===== src/rtl/mdu_sequencer.sv =====
// mdu_sequencer
// Iterative multiply/divide unit for the execute stage. It owns the
// architectural HI/LO registers. Each cycle in CALC it performs one shift-add
// (multiply) or one restoring-subtract step (divide).
//
// Ports:
//   clk, rst          rising-edge clock, asynchronous active-high reset
//   start, op, a, b   operation request (op: 0=MULT 1=MULTU 2=DIV 3=DIVU),
//                     sampled only in IDLE
//   cancel            flushes an in-flight operation (CALC/FIX) back to IDLE
//   hi_we, lo_we,     MTHI/MTLO writes, honoured only while not busy
//   wdata
//   busy              high in CALC and FIX
//   done              one-cycle pulse in DONE
//   div_zero          high with done when a divide had b==0
//   hi, lo            HI/LO registers
module mdu_sequencer #(
  parameter int XLEN = 32
) (
  input  logic            clk,
  input  logic            rst,
  input  logic            start,
  input  logic [1:0]      op,
  input  logic [XLEN-1:0] a,
  input  logic [XLEN-1:0] b,
  input  logic            cancel,
  input  logic            hi_we,
  input  logic            lo_we,
  input  logic [XLEN-1:0] wdata,
  output logic            busy,
  output logic            done,
  output logic            div_zero,
  output logic [XLEN-1:0] hi,
  output logic [XLEN-1:0] lo
);

  localparam int CW = $clog2(XLEN) + 1;
  localparam logic [CW-1:0] CNT_LAST = CW'(XLEN - 1);
  localparam logic [CW-1:0] CNT_ONE  = {{(CW-1){1'b0}}, 1'b1};

  typedef enum logic [1:0] {
    S_IDLE = 2'd0,
    S_CALC = 2'd1,
    S_FIX  = 2'd2,
    S_DONE = 2'd3
  } state_t;

  state_t              state_r, state_nxt_s;
  logic [CW-1:0]       count_r;
  logic                is_div_r, sign_q_r, sign_r_r, dz_r;
  logic [XLEN-1:0]     mcand_r;   // multiplicand or divisor magnitude
  logic [2*XLEN-1:0]   acc_r;     // product, or dividend shifting into quotient
  logic [XLEN:0]       rem_r;     // partial remainder
  logic [XLEN-1:0]     hi_r, lo_r;
  logic                busy_r, done_r, div_zero_r;

  logic                accept_s, signed_op_s;
  logic [XLEN-1:0]     a_mag_s, b_mag_s;
  logic [XLEN:0]       mul_sum_s;
  logic [2*XLEN-1:0]   mul_step_s;
  logic [XLEN:0]       div_shift_s, div_diff_s;
  logic                div_ge_s;
  logic [2*XLEN-1:0]   fix_prod_s;
  logic [XLEN-1:0]     fix_quot_s, fix_rem_s;

  // Operand conditioning at start: signed ops work on magnitudes
  always_comb begin
    accept_s    = (state_r == S_IDLE) && start && !cancel;
    signed_op_s = !op[0];
    if (signed_op_s && a[XLEN-1]) a_mag_s = -a;
    else                          a_mag_s = a;
    if (signed_op_s && b[XLEN-1]) b_mag_s = -b;
    else                          b_mag_s = b;
  end

  // One iteration step for multiply and divide, plus the FIX-stage sign fixups
  always_comb begin
    mul_sum_s = {1'b0, acc_r[2*XLEN-1:XLEN]} + {1'b0, mcand_r};
    if (acc_r[0]) mul_step_s = {mul_sum_s, acc_r[XLEN-1:1]};
    else          mul_step_s = {1'b0, acc_r[2*XLEN-1:1]};

    div_shift_s = {rem_r[XLEN-1:0], acc_r[XLEN-1]};
    // A set top bit would mean the remainder already exceeds any divisor
    div_ge_s    = rem_r[XLEN] || (div_shift_s >= {1'b0, mcand_r});
    div_diff_s  = div_shift_s - {1'b0, mcand_r};

    if (sign_q_r) fix_prod_s = -acc_r;
    else          fix_prod_s = acc_r;
    // Divide by zero: quotient all ones; the remainder path already yields
    // the raw dividend (|a| re-negated by sign_r gives a back).
    if (dz_r)          fix_quot_s = {XLEN{1'b1}};
    else if (sign_q_r) fix_quot_s = -acc_r[XLEN-1:0];
    else               fix_quot_s = acc_r[XLEN-1:0];
    if (sign_r_r) fix_rem_s = -rem_r[XLEN-1:0];
    else          fix_rem_s = rem_r[XLEN-1:0];
  end

  // Next-state logic
  always_comb begin
    state_nxt_s = state_r;
    case (state_r)
      S_IDLE: begin
        if (accept_s) state_nxt_s = S_CALC;
        else          state_nxt_s = S_IDLE;
      end
      S_CALC: begin
        if (cancel)                   state_nxt_s = S_IDLE;
        else if (count_r == CNT_LAST) state_nxt_s = S_FIX;
        else                          state_nxt_s = S_CALC;
      end
      S_FIX: begin
        if (cancel) state_nxt_s = S_IDLE;
        else        state_nxt_s = S_DONE;
      end
      S_DONE:  state_nxt_s = S_IDLE;
      default: state_nxt_s = S_IDLE;
    endcase
  end

  // State register and registered status outputs
  always_ff @(posedge clk or posedge rst) begin
    if (rst) begin
      state_r    <= S_IDLE;
      busy_r     <= 1'b0;
      done_r     <= 1'b0;
      div_zero_r <= 1'b0;
    end else begin
      state_r    <= state_nxt_s;
      busy_r     <= (state_nxt_s == S_CALC) || (state_nxt_s == S_FIX);
      done_r     <= (state_nxt_s == S_DONE);
      div_zero_r <= (state_nxt_s == S_DONE) && dz_r;
    end
  end

  // Operand latch and iteration datapath
  always_ff @(posedge clk or posedge rst) begin
    if (rst) begin
      count_r  <= '0;
      is_div_r <= 1'b0;
      sign_q_r <= 1'b0;
      sign_r_r <= 1'b0;
      dz_r     <= 1'b0;
      mcand_r  <= '0;
      acc_r    <= '0;
      rem_r    <= '0;
    end else if (accept_s) begin
      count_r  <= '0;
      is_div_r <= op[1];
      sign_q_r <= signed_op_s && (a[XLEN-1] ^ b[XLEN-1]);
      sign_r_r <= signed_op_s && a[XLEN-1];
      dz_r     <= op[1] && (b == {XLEN{1'b0}});
      mcand_r  <= op[1] ? b_mag_s : a_mag_s;
      // Multiply: multiplier in the low half. Divide: dividend in the low half.
      acc_r    <= {{XLEN{1'b0}}, (op[1] ? a_mag_s : b_mag_s)};
      rem_r    <= '0;
    end else if (state_r == S_CALC) begin
      count_r <= count_r + CNT_ONE;
      if (is_div_r) begin
        acc_r <= {acc_r[2*XLEN-1:XLEN], acc_r[XLEN-2:0], div_ge_s};
        rem_r <= div_ge_s ? div_diff_s : div_shift_s;
      end else begin
        acc_r <= mul_step_s;
        rem_r <= rem_r;
      end
    end else begin
      count_r <= count_r;
      acc_r   <= acc_r;
      rem_r   <= rem_r;
    end
  end

  // HI/LO: result commit in FIX, MTHI/MTLO only while not busy
  always_ff @(posedge clk or posedge rst) begin
    if (rst) begin
      hi_r <= '0;
      lo_r <= '0;
    end else if ((state_r == S_FIX) && !cancel) begin
      if (is_div_r) begin
        hi_r <= fix_rem_s;
        lo_r <= fix_quot_s;
      end else begin
        hi_r <= fix_prod_s[2*XLEN-1:XLEN];
        lo_r <= fix_prod_s[XLEN-1:0];
      end
    end else if ((state_r == S_IDLE) || (state_r == S_DONE)) begin
      if (hi_we) hi_r <= wdata;
      if (lo_we) lo_r <= wdata;
    end else begin
      hi_r <= hi_r;
      lo_r <= lo_r;
    end
  end

  assign busy     = busy_r;
  assign done     = done_r;
  assign div_zero = div_zero_r;
  assign hi       = hi_r;
  assign lo       = lo_r;

endmodule


===== config.mk =====
export PLATFORM = sky130hd
export DESIGN_NAME = mdu_sequencer
export DESIGN_NICKNAME = d
export VERILOG_FILES = /design/src/rtl/mdu_sequencer.sv
export SDC_FILE = /design/constraint.sdc
export NUM_CORES = 1
export LEC_CHECK = 0
export CORE_MARGIN = 4
export CORE_UTILIZATION = 30
export CTS_CLUSTER_SIZE = 30
export DETAILED_ROUTE_END_ITERATION = 7
export PLACE_DENSITY_LB_ADDON = 0.15
export SLEW_MARGIN = 20
export SYNTH_ARGS = -nofsm -noshare
export SYNTH_HDL_FRONTEND = slang
export SYNTH_SLANG_ARGS = --single-unit

===== constraint.sdc =====
create_clock -name clk -period 8.05 [get_ports clk]
set_clock_uncertainty 0.15 [all_clocks]
set_input_delay 1.2075 -clock clk [delete_from_list [all_inputs] [get_ports clk]]
set_output_delay 1.2075 -clock clk [all_outputs]
set_load 0.01 [all_outputs]

==> flow_summary.json <==
{
  "syn_inst": 2037,
  "use_met2_pct": 33.3,
  "firstDrtPassIters": 5,
  "setup_violations": 0,
  "place_area_mm2": 0.0191,
  "reg2reg_depth": 13,
  "ioPinCount": 171,
  "cpMaxStageDelayCell": "a21boi_0",
  "clkTransAtPathRegs_ns": 0.06,
  "peakVddDrop_uv": 186,
  "cts_max_level": 1,
  "period_needed_ns": 4.16,
  "synth_top_family_by_area": "compound AO/OA/AOI/OAI gates",
  "fin_setup_tns_ns": 0,
  "hpwl_um": 50100,
  "synth.mux.area_fraction_pct": 6.17,
  "syn_area_mm2": 0.0167,
  "synthTopCellsByArea": "dfrtp_1, xor2_1, o21ai_0",
  "critPathLaunch": "acc_r[31]",
  "startpoint_type": "flop",
  "fin_util_pct": 36.3,
  "synthFlopType": "dfrtp_1",
  "die_w_um": 244,
  "busiest_layer": "met2",
  "hold_depth": 2,
  "clk_latency_ns": 0.60,
  "path_buf_inv": 2,
  "critical-path-max-stage-delay_ns": 0.53,
  "start_util_pct": 30.3,
  "timing_hold_violations_final": 0,
  "status": "completed",
  "grt-ovfl-total": 0,
  "worst_pin_slew_ns": 1.07,
  "leakagePower_nw": 8.17,
  "cts_resized": 0,
  "gp_congestion": 0.917,
  "syn2layout_area_growth_pct": 19.9,
  "synth_top_area_share_pct": 31.2,
  "drive_above_1_share_pct": 5.56,
  "core_mm2": 0.0551,
  "synthAdderAreaFrac_pct": 5.72,
  "maxCapViolCount": 0,
  "min_to": "sign_q_r",
  "clkSinkCount": 208,
  "power_density_mw_per_mm2": 223,
  "worst-path-stages": 13,
  "path_cells": "inv_1 > ha_1 > inv_1 > fa_1 > a21oi_1 > o21bai_1 > o221ai_1 > a21oi_1 > nor2_1 > o221ai_1 > a21boi_0 > xor2_1 > o221ai_1",
  "drt_iter0_markers": 1467,
  "vias_per_cell": 5.45,
  "slew_headroom_pct": 28.3,
  "synthArstFlopShare_pct": 100,
  "synth_xor_area_share_pct": 10.9,
  "hp-class": "flop to flop",
  "rsz0062_at_grt": "no",
  "synth_compound_area_share_pct": 25.0,
  "yosysSeqAreaShare_pct": 31.2,
  "worstReg2RegStart": "acc_r[31]",
  "cp_max_fo": 6,
  "nets": 2320,
  "timing.fmax_ghz": 0.240,
  "synth-edff-count": 0,
  "numCtsBuffers": 28,
  "r2r_end": "rem_r[28]",
  "worstHoldStart": "sign_q_r",
  "cts_setup_buffers": 0,
  "root_buffer": "clkbuf_16",
  "fp-row-count": 86,
  "final_cell_area_mm2": 0.0200,
  "met1_usage_pct": 31.8,
  "syn_nets": 2216,
  "yosysTopAreaCell": "dfrtp_1",
  "cp.required_ns": 8.31,
  "worst-setup-path-type": "flop to flop",
  "grtUsageTotal_pct": 21.2,
  "ys_ff_latch": 208,
  "drc": 0,
  "die_y_um": 244,
  "grt_pass1_wl_um": 98100,
  "antenna_found_initial": 0,
  "cts_tree": "done",
  "clk_path_buf_depth": 3,
  "grt_max_degree": 97,
  "dieArea_mm2": 0.0594,
  "io_buffers": 170,
  "cp_top_family": "compound AO/OA/AOI/OAI gates",
  "ant_nets": 0,
  "worstSetupEndpointType": "flop",
  "holdWs_ns": 0.348,
  "use_met3_pct": 1.97,
  "critPathArrivalTime_ns": 4.43,
  "synth_cell_types": 70,
  "syn_area_per_cell_um2": 8.19,
  "grt_pass1_vias": 15100,
  "num_vias": 15800,
  "drt_wl_total_um": 65100,
  "synth-simple-area-share_pct": 16.7,
  "timing.reg2reg.setup_slack_ns": 3.89,
  "drt-wirelength-per-cell_um": 22.4,
  "fin_crit_sh_pct": 51.7,
  "ys.warnings.count": 0,
  "drv_slew": 0,
  "hold_buffers": 0,
  "cpMostUsedCell": "o221ai_1"
}
[flip-flops by register name (all words and copies together) (netlist names), 2 cells and up]
name     flops
lo          32
state_r      2
mcand_r     32
rem_r       33
acc_r       64
hi          32
count_r      6
[worst max path at each step]
stage                  end
2_1_floorplan     acc_r[0]
3_3_place_gp     acc_r[30]
3_5_place_dp     acc_r[30]
4_1_cts          rem_r[28]
5_1_grt        mcand_r[30]
6_report         rem_r[28]
[cell usage after synthesis (all sizes together) (16+ instances only)]
library cell,count
o31ai,41
o211ai,50
nand2b,20
o21ai,207
buf,18
nor3,30
clkbuf,103
ha,73
a32oi,33
xor2,119
a21oi,169
o22ai,19
nand2,268
mux2i,86
nor2,123
inv,68
or3,20
o41ai,16
a211oi,20
dfrtp,208
a21o,21
nand3,27
xnor2,88
[tightest hold or removal path: cells and delay by family (launching register included)]
kind	cells	cell delay, ns
flip-flops	1	0.36
AND/OR/NAND/NOR	1	0.05
AO/OA/AOI/OAI	1	0.05
[report_power, final]
group	switching [mW]	internal [mW]
Clock	0.527	0.717
Combinational	1.00	0.696
Sequential	0.292	1.21
[kinds of logic (layout without fill, tap and decap cells)]
kind of cell / after synthesis / after routing
AO/OA/AOI/OAI: 661 / 661
XOR/XNOR: 207 / 207
adder cells (fa/ha/maj): 75 / 75
buffers and inverters: 189 / 312
flip-flops: 208 / 208
multiplexers: 101 / 101
other: 0 / 1
AND/OR/NAND/NOR: 596 / 596
[cells in the final DEF (no fill, tap or decap), drive strengths merged, types with 68 or more instances in the layout]
cell type and n:
nand2 268, mux2i 86, xnor2 88, o21ai 207, inv 68, a21oi 169
ha 73, clkdlybuf4s50 169, dfrtp 208, xor2 119, nor2 123
[cell type report]
| cell class | instances | area, um^2 |
|---|---|---|
| Tap cell | 748 | 936 |
| Sequential cell | 208 | 5210 |
| Antenna cell | 1 | 2.50 |
| Fill cell | 5764 | 35100 |
| Inverter | 68 | 263 |
| Multi-Input combinational cell | 1640 | 10800 |
| Clock inverter | 10 | 104 |
| Timing Repair Buffer | 195 | 1890 |
| Clock buffer | 39 | 792 |
[routing by layer]
metal / vias to the layer above / share of wire (%)
met4: 0 / 1.8
met5: - / 0
li1: 7613 / -
met1: 7767 / 49
met2: 415 / 45
met3: 49 / 4.2
[per-stage QoR]
step / cells / setup WS [ns] / power [mW]
after floorplan: 2037 / 1.01 / 2.53
after global placement: 2859 / 3.46 / 3.20
after detailed placement: 2859 / 3.48 / 3.21
after CTS: 2908 / 4.04 / 4.47
after global routing: 2908 / 3.66 / 4.71
final: 2909 / 3.89 / 4.45
No activity file was read; power rests on OpenSTA's default activity.
